### src/rtl/depacketizer.sv
// UDP/IPv4 depacketizer: filters frames from a shift16 MAC receive FIFO by
// destination MAC/IP/port and forwards the counted UDP payload words.
module depacketizer #(
    parameter logic [47:0] local_mac  = 48'h02_12_34_56_67_90,
    parameter logic [31:0] local_ip   = {8'd10, 8'd0, 8'd0, 8'd2},
    parameter logic [15:0] local_port = 16'd32179
) (
    input  logic        clk,
    input  logic        reset_n,
    output logic        ff_rx_clk,
    input  logic [31:0] ff_rx_data,
    input  logic        ff_rx_sop,
    input  logic        ff_rx_eop,
    input  logic [1:0]  ff_rx_mod,
    input  logic        ff_rx_dval,
    input  logic [5:0]  rx_err,
    output logic        ff_rx_rdy,
    output logic [31:0] wr_data,
    output logic        wr_en,
    input  logic        wr_full,
    output logic        pkt_done,
    output logic        pkt_drop,
    output logic [15:0] drop_count
);

    typedef enum logic [2:0] {IDLE, HEADER, PAYLOAD, TAIL, DROP} state_t;

    state_t      state_q, state_d;
    logic [3:0]  idx_q, idx_d;
    logic [13:0] cnt_q, cnt_d;
    logic        mac_hi_ok_q, mac_hi_ok_d;
    logic [31:0] wr_data_q, wr_data_d;
    logic        wr_en_q, wr_en_d;
    logic        pkt_done_q, pkt_done_d;
    logic        pkt_drop_q, pkt_drop_d;
    logic [15:0] drop_count_q, drop_count_d;

    logic        accept;
    logic        hdr_ok;
    logic [15:0] pay_bytes;
    logic        unused_mod;

    assign ff_rx_clk  = clk;
    assign ff_rx_rdy  = !((state_q == PAYLOAD) && wr_full);
    assign accept     = ff_rx_dval && ff_rx_rdy;
    assign pay_bytes  = ff_rx_data[31:16] - 16'd8;
    assign unused_mod = ^ff_rx_mod;

    assign wr_data    = wr_data_q;
    assign wr_en      = wr_en_q;
    assign pkt_done   = pkt_done_q;
    assign pkt_drop   = pkt_drop_q;
    assign drop_count = drop_count_q;

    // The upper MAC half sits in the sop beat; it is latched and judged with word 1.
    always_comb begin
        hdr_ok = 1'b1;
        case (idx_q)
            4'd1:    hdr_ok = mac_hi_ok_q && (ff_rx_data == local_mac[31:0]);
            4'd3:    hdr_ok = ff_rx_data[15:0] == 16'h0800;
            4'd4:    hdr_ok = ff_rx_data[31:24] == 8'h45;
            4'd6:    hdr_ok = ff_rx_data[23:16] == 8'd17;
            4'd8:    hdr_ok = ff_rx_data == local_ip;
            4'd9:    hdr_ok = ff_rx_data[15:0] == local_port;
            4'd10:   hdr_ok = ff_rx_data[31:16] >= 16'd8;
            default: hdr_ok = 1'b1;
        endcase
    end

    always_comb begin
        state_d     = state_q;
        idx_d       = idx_q;
        cnt_d       = cnt_q;
        mac_hi_ok_d = mac_hi_ok_q;
        wr_data_d   = wr_data_q;
        wr_en_d     = 1'b0;
        pkt_done_d  = 1'b0;
        pkt_drop_d  = 1'b0;

        if (accept) begin
            if (ff_rx_sop) begin
                pkt_drop_d  = (state_q != IDLE);
                mac_hi_ok_d = ff_rx_data[15:0] == local_mac[47:32];
                idx_d       = 4'd1;
                if (ff_rx_eop) begin
                    pkt_drop_d = 1'b1;
                    state_d    = IDLE;
                end else begin
                    state_d = HEADER;
                end
            end else begin
                case (state_q)
                    HEADER: begin
                        if (ff_rx_eop) begin
                            pkt_drop_d = 1'b1;
                            state_d    = IDLE;
                        end else if (!hdr_ok) begin
                            state_d = DROP;
                        end else if (idx_q == 4'd10) begin
                            cnt_d   = pay_bytes[15:2];
                            state_d = (pay_bytes[15:2] == '0) ? TAIL : PAYLOAD;
                        end else begin
                            idx_d = idx_q + 4'd1;
                        end
                    end
                    PAYLOAD: begin
                        wr_en_d   = 1'b1;
                        wr_data_d = ff_rx_data;
                        cnt_d     = cnt_q - 14'd1;
                        if (ff_rx_eop) begin
                            state_d = IDLE;
                            if ((rx_err == '0) && (cnt_q == 14'd1)) pkt_done_d = 1'b1;
                            else                                    pkt_drop_d = 1'b1;
                        end else if (cnt_q == 14'd1) begin
                            state_d = TAIL;
                        end
                    end
                    TAIL: begin
                        if (ff_rx_eop) begin
                            state_d = IDLE;
                            if (rx_err == '0) pkt_done_d = 1'b1;
                            else              pkt_drop_d = 1'b1;
                        end
                    end
                    DROP: begin
                        if (ff_rx_eop) begin
                            state_d    = IDLE;
                            pkt_drop_d = 1'b1;
                        end
                    end
                    default: ;
                endcase
            end
        end

        drop_count_d = drop_count_q;
        if (pkt_drop_d && (drop_count_q != '1)) drop_count_d = drop_count_q + 16'd1;
    end

    always_ff @(posedge clk or negedge reset_n) begin
        if (!reset_n) begin
            state_q      <= IDLE;
            idx_q        <= '0;
            cnt_q        <= '0;
            mac_hi_ok_q  <= 1'b0;
            wr_data_q    <= '0;
            wr_en_q      <= 1'b0;
            pkt_done_q   <= 1'b0;
            pkt_drop_q   <= 1'b0;
            drop_count_q <= '0;
        end else begin
            state_q      <= state_d;
            idx_q        <= idx_d;
            cnt_q        <= cnt_d;
            mac_hi_ok_q  <= mac_hi_ok_d;
            wr_data_q    <= wr_data_d;
            wr_en_q      <= wr_en_d;
            pkt_done_q   <= pkt_done_d;
            pkt_drop_q   <= pkt_drop_d;
            drop_count_q <= drop_count_d;
        end
    end

endmodule

### config.mk
export PLATFORM = sky130hd
export DESIGN_NAME = depacketizer
export DESIGN_NICKNAME = d
export VERILOG_FILES = /design/src/rtl/depacketizer.sv
export SDC_FILE = /design/constraint.sdc
export NUM_CORES = 1
export LEC_CHECK = 0
export ABC_AREA = 1
export BUFFER_PORTS_ARGS = -buffer_cell sky130_fd_sc_hd__buf_2
export CAP_MARGIN = 20
export CORE_UTILIZATION = 60
export DETAILED_ROUTE_END_ITERATION = 8
export GPL_TIMING_DRIVEN = 0
export PLACE_DENSITY = 0.95
export SYNTH_ARGS = -nofsm -noshare
export SYNTH_HDL_FRONTEND = slang
export SYNTH_SLANG_ARGS = --single-unit
export TNS_END_PERCENT = 30
### constraint.sdc
create_clock -name clk -period 3.5 [get_ports clk]
set_input_delay 0.875 -clock clk [delete_from_list [all_inputs] [get_ports clk]]
set_output_delay 0.875 -clock clk [all_outputs]
set_load 0.01 [all_outputs]
; ---- Word-level counts from Yosys, hierarchy flattened
; Index checks and enable logic that the tools add are counted.
[classes]
n_div = 0
mux = 39
eq_ne = 28
add_sub_neg = 4
shift = 0
mul = 0
order_cmp = 1
n_bitwise = 1
n_reduce_logical = 20
[op_table]
columns = op, count
row1 = $mux 14, 3
row2 = $eq 32x28->1 const B, 1
row3 = $eq 32x30->1 const B, 1
row4 = $pmux 14 s2, 1
row5 = $mux 3, 7
row6 = $mux 4, 5
row7 = $mux 1, 19
row8 = $add 16x1->16 const B, 1
row9 = $eq 16x10->1 const B, 1
row10 = $eq 16x12->1 const B, 1
row11 = $eq 16x15->1 const B, 1
row12 = $ge 16x4->1 const B, 1
row13 = $ne 16x16->1 const B, 1
row14 = $sub 16x4->16 const B, 1
row15 = $eq 14x1->1 const B, 1
row16 = $logic_not 14->1, 1
row17 = $sub 14x1->14 const B, 1
row18 = $eq 4x4->1 const B, 3
row19 = $ne 2x2->1 const B, 5
row20 = $reduce_and 5->1, 2
row21 = $pmux 3 s3, 1
row22 = $eq 4x3->1 const B, 2
row23 = $eq 8x5->1 const B, 1
row24 = $eq 8x7->1 const B, 1
row25 = other kinds (23), 31
[word_totals]
output_inout_bits = 53
elab_cells = 102
input_bits = 46
mem_bits_rw = 0
regBits = 73
latch_bits = 0
mem_bits_ro = 0
n_memories = 0

; ---- Longest topological paths before layout
; Gate-level depths: netlist of run 1.
[depth]
word_depth = 8
ltp_mapped = 17
mapped_depth_nobuf = 17

==> summary.txt, run 1 <==
Status
  – Status: finished, final reports clean

STA
  – Worst Tran Pin Value: 928 ps
  – Setup Total Neg Slack: 0 ps
  – RSZ-0062 raised after global routing: no
  – Slew margin rel.: 38.1%
  – Clock Skew: 11.2 ps
  – Max-slew violation count: 0
  – Final setup vio count: 0
  – Final Hold Vio Count: 0

Critical path
  – Kind of end point of the critical path: output pin
  – Worst Path Max Fanout: 2
  – Crit path launch type: clock port
  – Cells on worst reg2reg path: 16
  – Crit path cell chain: clkbuf_8 -> clkbuf_8 -> buf_4 -> buf_2
  – Worst path slowest cell: clkbuf_8
  – R2r setup slk: 1310 ps
  – Critical Path Sink: ff_rx_clk
  – Worst path most repeated cell: clkbuf_8
  – CP peak stage delay: 120 ps
  – CP Class: clock port to output pin
  – Worst r2r src: idx_q[1]
  – CP startpoint: clk
  – CP Data Arrival Time: 2220 ps
  – Worst R2R End: cnt_q[2]
  – WP data required: 2620 ps

Route
  – Iteration-0 DRC Markers: 279
  – DR WL/cell: 14.1 um
  – DRT Pass-1 Iters: 5
  – Post-route ant nets: 0
  – Vias per cell: 5.56
  – Routed wire length: 12300 um
  – Via total after detailed routing: 4818
  – # DRC: 0

Global route
  – Number of global-route vias before repair: 4603
  – Maximum number of pins on one net before global-route repair: 74
  – Initial antenna violation count: 0
  – Global route overflow: 0
  – First-pass GRT wire length: 19700 um
  – Overall global routing resource usage: 32.3%

Final layout
  – Fillers: 563
  – Commonest non-fill, non-tap cell in the layout: nand2_1
  – Final nets: 817
  – Most frequent cells in the layout: nand2_1, buf_2, inv_1, nor2_1, dfrtp_1
  – Layout cells sized above 1: 19.3%
  – Non-filler cells, final: 867
  – Area delta synth->final: 18.3%
  – Antenna cells: 0

Power and ir drop
  – VDD IR max: 0.000413 V
  – Lkg Pwr: 2.83 nW
  – Power per cell area: 687 nW/um2

Yosys
  – Number of flops mapped to enable cells by yosys: 0
  – Yosys reg bits: 73
  – Syn Area/Cell: 7.04 um2
  – FFs w/ async S/R, synth: 100%
  – Syn nets: 708
  – Post-Syn Instances: 654
  – Ys flop type: dfrtp_1
  – Yosys Warn Count: 0
  – Distinct cell type count after synthesis: 40
  – Register area share after synthesis: 39.7%
  – Post-Syn Area: 4610 um2

Place
  – Port bufs: 95
  – DP Cell Count: 848
  – Dpl hpwl: 9140 um
  – Placer Congestion: 0.969

Worst hold path
  – Hold WC Path Type: flop to flop

Floorplan
  – Core ar.: 7330 um2
  – Initial Utilization: 62.8%
  – FP Rows: 31
  – Die X-Extent: 89.6 um
  – Die ar.: 8030 um2
  – # IOs: 99
  – Die H: 89.6 um

Job
  – Maxcap violations: 0

Clocking
  – Clock transition at the registers of the reported paths: 80 ps
  – CTS tree: done
  – Post_cts resized: 0
  – Clock Latency Late Sink: 460 ps
  – Post-CTS Setup Inserts: 0
  – Cts-stage hold buffer count: 0
[where the power goes]
group,total [mW],internal [mW],switching [mW]
Combinational,1.54,0.580,0.958
Clock,0.802,0.429,0.373
Sequential,1.40,1.16,0.238
[cells in the mapped netlist (all sizes together), types with 5 or more instances]
library cell | instances | area share (%)
a21oi | 17 | 1.9
buf | 11 | 2.1
clkbuf | 5 | 0.43
dfrtp | 73 | 40
ha | 8 | 2.2
inv | 99 | 8.1
nand2 | 171 | 14
nand3 | 37 | 4.1
nand4 | 9 | 1.2
nor2 | 90 | 7.7
nor3 | 21 | 2.6
o21ai | 68 | 7.9
xor2 | 24 | 4.6
[worst max-delay path, delay by kind of cell]
kind	cells	cell delay, ps
buffers and inverters	4	460
[how the worst min path moves through the flow]
stage	from	to	depth (start not counted)
2_1_floorplan	mac_hi_ok_q	mac_hi_ok_q	2
3_3_place_gp	wr_data[12]	wr_data[12]	2
3_5_place_dp	wr_data[0]	wr_data[0]	2
4_1_cts	wr_data[0]	wr_data[0]	2
5_1_grt	wr_data[21]	wr_data[21]	2
6_report	wr_data[13]	wr_data[13]	2
[flip-flops by register name, summed over array words and instances (netlist names)]
| register | flops |
|---|---|
| mac_hi_ok_q | 1 |
| pkt_done | 1 |
| idx_q | 4 |
| cnt_q | 14 |
| wr_data | 32 |
| state_q | 3 |
| wr_en | 1 |
| pkt_drop | 1 |
| drop_count | 16 |
[layout make-up]
| class | instances | area [um2] | share of cell area (%) |
|---|---|---|---|
| clock buffer | 13 | 170 | 3.12 |
| buffer | 16 | 118 | 2.16 |
| inverter | 99 | 374 | 6.87 |
| multi-input combinational | 466 | 2290 | 42.0 |
| tap | 99 | 124 | 2.27 |
| clock inverter | 7 | 76.3 | 1.40 |
| sequential | 73 | 1830 | 33.5 |
| timing repair buffer | 94 | 473 | 8.68 |
[through the flow]
stage          hold slack (ps)  area [um2]  worst slack, ps  total power [mW]  utilization, %
2_1_floorplan              446        4610              756              2.42               -
3_3_place_gp               451        5200              649              2.87            71.0
3_5_place_dp               458        5210              649              2.97            71.0
4_1_cts                    477        5450              397              3.75            74.3
5_1_grt                    508        5450              394              4.04            74.3
6_report                   475        5450              404              3.74            74.3
[layer usage]
layer	track usage [%]	vias to the layer above	part of all wire, %
met3	5.76	57	7.9
met4	21.4	0	3.5
met1	37.4	2214	39
li1	-	2286	-
met5	0	-	0
met2	55.0	261	49
[cell families (layout without fill, tap and decap cells)]
kind of cell             count (synthesis)  in the layout  share of synthesized area, %
buffers and inverters                  115            229                          10.7
adder cells (fa/ha/maj)                  8              8                          2.17
flip-flops                              73             73                          39.7
XOR/XNOR                                27             27                          5.13
AO/OA/AOI/OAI                           93             93                          11.1
AND/OR/NAND/NOR                        338            338                          31.3
Power figures use the tool's default switching activity.
==> run 2, diff against run 1 <==
--- a/config.mk
+++ b/config.mk
@@ -8,10 +8,13 @@
 export ABC_AREA = 1
 export BUFFER_PORTS_ARGS = -buffer_cell sky130_fd_sc_hd__buf_2
 export CAP_MARGIN = 20
-export CORE_UTILIZATION = 60
+export CELL_PAD_IN_SITES_DETAIL_PLACEMENT = 0
+export CELL_PAD_IN_SITES_GLOBAL_PLACEMENT = 1
+export CORE_UTILIZATION = 42
+export CTS_CLUSTER_SIZE = 14
 export DETAILED_ROUTE_END_ITERATION = 8
 export GPL_TIMING_DRIVEN = 0
-export PLACE_DENSITY = 0.95
+export PLACE_DENSITY = 0.94
 export SYNTH_ARGS = -nofsm -noshare
 export SYNTH_HDL_FRONTEND = slang
 export SYNTH_SLANG_ARGS = --single-unit
==> summary.txt, run 2 (synthesized netlist as in run 1, its figures left out) <==
Route
  – DRT Pass-1 Iters: 5
  – Via total after detailed routing: 4587
  – Post-route ant nets: 0
  – Iteration-0 DRC Markers: 228
  – Routed wire length: 12200 um
  – Vias per cell: 5.07
  – # DRC: 0
  – DR WL/cell: 13.5 um

Power and ir drop
  – Power per cell area: 677 nW/um2
  – Sw power: 1.53 mW
  – VDD IR max: 0.000276 V
  – Comb power frac: 40.9%
  – Sw Ratio: 40.9%
  – P_int: 2.21 mW
  – Sequential power share: 37.4%
  – Clock share of power: 21.7%
  – Lkg Pwr: 2.85 nW

Global route
  – Initial antenna violation count: 0
  – Number of global-route vias before repair: 4479
  – Global route overflow: 0
  – First-pass GRT wire length: 20700 um
  – Overall global routing resource usage: 23.0%
  – Maximum number of pins on one net before global-route repair: 48

Final layout
  – Footprint of the multi-input gates: 2290 um2
  – Layout cells sized above 1: 19.0%
  – Final nets: 818
  – Antenna cells: 0
  – Area delta synth->final: 19.8%
  – Fillers: 1057
  – Largest register FFs: 32
  – Commonest non-fill, non-tap cell in the layout: nand2_1
  – Most frequent cells in the layout: nand2_1, buf_2, inv_1, nor2_1, dfrtp_1
  – Register Area: 1830 um2

Floorplan
  – Die H: 107 um
  – Core ar.: 10500 um2
  – Die ar.: 11400 um2
  – Initial Utilization: 44.0%
  – Die X-Extent: 107 um
  – FP Rows: 37
  – # IOs: 99

Critical path
  – CP Class: clock port to output pin
  – CP Data Arrival Time: 2210 ps
  – Worst path most repeated cell: clkbuf_8
  – WP data required: 2620 ps
  – Crit path cell chain: clkbuf_8 -> clkbuf_8 -> buf_4 -> buf_2
  – Worst Path Max Fanout: 2
  – Crit path launch type: clock port
  – Worst path slowest cell: buf_2
  – Kind of end point of the critical path: output pin
  – CP peak stage delay: 130 ps

Place
  – Port bufs: 95
  – Dpl hpwl: 9510 um
  – Placer Congestion: 0.945

STA
  – Slew margin rel.: 66.9%
  – RSZ-0062 raised after global routing: no
  – Clock Skew: 12.4 ps
  – Max-slew violation count: 0
  – Final Hold Vio Count: 0
  – Final setup vio count: 0
  – Min Hold Slack: 328 ps
  – Worst Tran Pin Value: 493 ps
  – Setup Total Neg Slack: 0 ps

Status
  – Status: finished, final reports clean

Clocking
  – Cts-stage hold buffer count: 0
  – Post-CTS Setup Inserts: 0
  – Clock transition at the registers of the reported paths: 80 ps
  – Clock Latency Late Sink: 460 ps
  – CTS tree: done
  – Post_cts resized: 0

Job
  – Maxcap violations: 0

Worst hold path
  – Hold WC Path Type: primary input to asynchronous set/reset pin
run 2: layout make-up:
type / instances / area share, %
clock buffer: 17 / 3.72
timing repair buffer: 95 / 9.07
inverter: 99 / 6.78
buffer: 16 / 2.13
sequential: 73 / 33.1
multi-input combinational: 466 / 41.4
tap: 136 / 3.08
clock inverter: 2 / 0.680
run 2: through the flow:
step | instance area, um2 | setup WS [ps] | std cells | power (mW) | util, %
floorplan | 4610 | 756 | 654 | 2.42 | -
global placement | 5250 | 649 | 885 | 2.91 | 50.2
detailed placement | 5280 | 649 | 886 | 2.97 | 50.5
CTS | 5520 | 407 | 904 | 3.76 | 52.8
global route | 5520 | 394 | 904 | 4.05 | 52.8
finish | 5520 | 412 | 904 | 3.73 | 52.8
run 2: routing by layer:
metal | share of wire (%) | up-vias | global-route usage (%) | wire length, um
met2 | 48 | 121 | 39.3 | 5930
met4 | 2.0 | 0 | 8.41 | 243
met3 | 4.6 | 25 | 4.74 | 560
met5 | 0 | - | 0 | 0
li1 | - | 2284 | - | -
met1 | 45 | 2157 | 28.6 | 5500
run 2: final timing paths:
kind | slack [ps] | endpoint | from | cells past startpoint
min in group clk | 470 | wr_data[2] | wr_data[2] | 2
max in group asynchronous | 2580 | wr_data[2] | reset_n | 2
min | 330 | wr_data[23] | reset_n | 1
max | 410 | ff_rx_clk | clk | 4
min reg2reg | 470 | wr_data[2] | wr_data[2] | 2
max reg2reg | 1360 | cnt_q[5] | idx_q[0] | 15
run 2: power groups by stage:
stage | clock network [mW] | registers [mW] | logic, mW
finish | 0.812 | 1.40 | 1.53
detailed placement | 0.0326 | 1.41 | 1.53
floorplan | 0.0235 | 1.48 | 0.914
global placement | 0.0326 | 1.39 | 1.49
global route | 0.866 | 1.44 | 1.74
CTS | 0.831 | 1.40 | 1.54
run 2: worst max-delay path: cells and delay by family:
family                 cells  cell delay (ps)
buffers and inverters      4              470
==> run 3, diff against run 2 <==
--- a/config.mk
+++ b/config.mk
@@ -10,11 +10,11 @@
 export CAP_MARGIN = 20
 export CELL_PAD_IN_SITES_DETAIL_PLACEMENT = 0
 export CELL_PAD_IN_SITES_GLOBAL_PLACEMENT = 1
-export CORE_UTILIZATION = 42
+export CORE_UTILIZATION = 30
 export CTS_CLUSTER_SIZE = 14
 export DETAILED_ROUTE_END_ITERATION = 8
 export GPL_TIMING_DRIVEN = 0
-export PLACE_DENSITY = 0.94
+export PLACE_DENSITY = 0.72
 export SYNTH_ARGS = -nofsm -noshare
 export SYNTH_HDL_FRONTEND = slang
 export SYNTH_SLANG_ARGS = --single-unit
==> summary.txt, run 3 (synthesized netlist as in run 1, its figures left out) <==
Status
  – Status: finished, final reports clean

STA
  – Slew margin rel.: 65.0%
  – Worst Tran Pin Value: 521 ps
  – Final setup vio count: 0
  – Max-slew violation count: 0
  – Clock Skew: 6.33 ps
  – Final Hold Vio Count: 0
  – Setup Total Neg Slack: 0 ps
  – RSZ-0062 raised after global routing: no

Place
  – Placer Congestion: 0.848
  – Dpl hpwl: 10300 um
  – DP Cell Count: 934
  – Port bufs: 95

Worst hold path
  – Hold WC Path Type: primary input to asynchronous set/reset pin

Critical path
  – Crit path launch type: clock port
  – Worst Path Max Fanout: 2
  – Top delay family on crit path: buffers and inverters
  – Total number of cells along the worst setup path: 4
  – Crit path cell chain: clkbuf_16 -> clkbuf_16 -> buf_4 -> buf_2
  – Cells on worst reg2reg path: 16
  – WP data required: 2620 ps
  – Worst path most repeated cell: clkbuf_16
  – Kind of end point of the critical path: output pin
  – CP Class: clock port to output pin
  – CP peak stage delay: 130 ps
  – Buf/Inv on CP: 4
  – Worst path slowest cell: clkbuf_16
  – CP Data Arrival Time: 2240 ps

Final layout
  – Fillers: 1630
  – Final nets: 818
  – Layout cells sized above 1: 19.0%
  – Most frequent cells in the layout: nand2_1, buf_2, inv_1, nor2_1, dfrtp_1
  – Non-filler cells, final: 953
  – Commonest non-fill, non-tap cell in the layout: nand2_1
  – Largest register FFs: 32
  – Antenna cells: 0
  – Area delta synth->final: 23.6%

Global route
  – Initial antenna violation count: 0
  – Global route overflow: 0
  – Overall global routing resource usage: 17.7%
  – Maximum number of pins on one net before global-route repair: 46
  – First-pass GRT wire length: 22100 um
  – Number of global-route vias before repair: 4488

Route
  – Iteration-0 DRC Markers: 242
  – Routed wire length: 13200 um
  – Via total after detailed routing: 4481
  – # DRC: 0
  – Vias per cell: 4.70
  – DRT Pass-1 Iters: 4
  – DR WL/cell: 13.9 um
  – Post-route ant nets: 0

Clocking
  – Cts-stage hold buffer count: 0
  – Post-CTS Setup Inserts: 0
  – Clock transition at the registers of the reported paths: 60 ps
  – Clock Latency Late Sink: 450 ps
  – Post_cts resized: 0
  – CTS tree: done

Floorplan
  – # IOs: 99
  – Die X-Extent: 126 um
  – Core ar.: 14800 um2
  – Die H: 126 um
  – FP Rows: 44
  – Die ar.: 15900 um2
  – Initial Utilization: 31.2%

Power and ir drop
  – VDD IR max: 0.000378 V
  – Power per cell area: 702 nW/um2
  – Lkg Pwr: 2.90 nW
  – Design Power: 4.00 mW

Job
  – Maxcap violations: 0
-- run 3: cell count changes in the layout (fill, tap and decap cells not counted) --
cell,delta
bufinv_16,-1
clkbuf_1,+1
clkbuf_16,+12
clkbuf_8,-12
clkinv_2,+1
-- run 3: through the flow --
stage / hold WS (ps) / worst slack, ps / util [%] / area (um2)
2_1_floorplan: 446 / 756 / - / 4610
3_3_place_gp: 456 / 649 / 36.0 / 5310
3_5_place_dp: 460 / 649 / 36.2 / 5340
4_1_cts: 370 / 378 / 38.6 / 5690
5_1_grt: 382 / 375 / 38.6 / 5690
6_report: 368 / 384 / 38.6 / 5690
-- run 3: worst paths after layout --
check | from | endpoint | slack [ps]
worst max-delay path | clk | ff_rx_clk | 380
worst min-delay path | reset_n | wr_data[22] | 370
worst max register to register | idx_q[1] | cnt_q[2] | 1330
worst min register to register | wr_data[0] | wr_data[0] | 470
max in group asynchronous | reset_n | state_q[2] | 2550
min in group clk | wr_data[0] | wr_data[0] | 470
-- run 3: power by group --
part	internal [mW]	total, mW	leakage (nW)	switching (mW)
clock network	0.685	1.07	0.179	0.383
logic	0.582	1.53	1.79	0.947
registers	1.17	1.40	0.929	0.232
-- run 3: layout make-up --
class / instances / area (um2) / area share [%]
Buffer: 16 / 118 / 2.07
Clock buffer: 18 / 344 / 6.04
Clock inverter: 2 / 12.5 / 0.220
Inverter: 99 / 374 / 6.57
Multi-Input combinational cell: 466 / 2290 / 40.2
Sequential cell: 73 / 1830 / 32.1
Tap cell: 184 / 230 / 4.04
Timing Repair Buffer: 95 / 500 / 8.79
-- run 3: routing by layer --
metal | vias up | global-route usage, % | wire length, um
met5 | - | 0 | 0
met4 | 0 | 6.09 | 111
met3 | 9 | 3.91 | 412
met2 | 81 | 29.7 | 6360
met1 | 2095 | 22.5 | 6320
li1 | 2296 | - | -
-- run 3: worst reg2reg max path, stage by stage (launching register included) --
cell and delay [ps]:
dfrtp_1 410, inv_1 120, ha_1 210, nand3_2 130, inv_1 110, nand3_1 70, nand2_1 70, nand2_1 60
nor2_1 100, nor2_1 70, nand2_2 90, inv_1 60, nand2_1 120, nand2_4 120, buf_6 170, nor2_1 100
a21oi_1 50
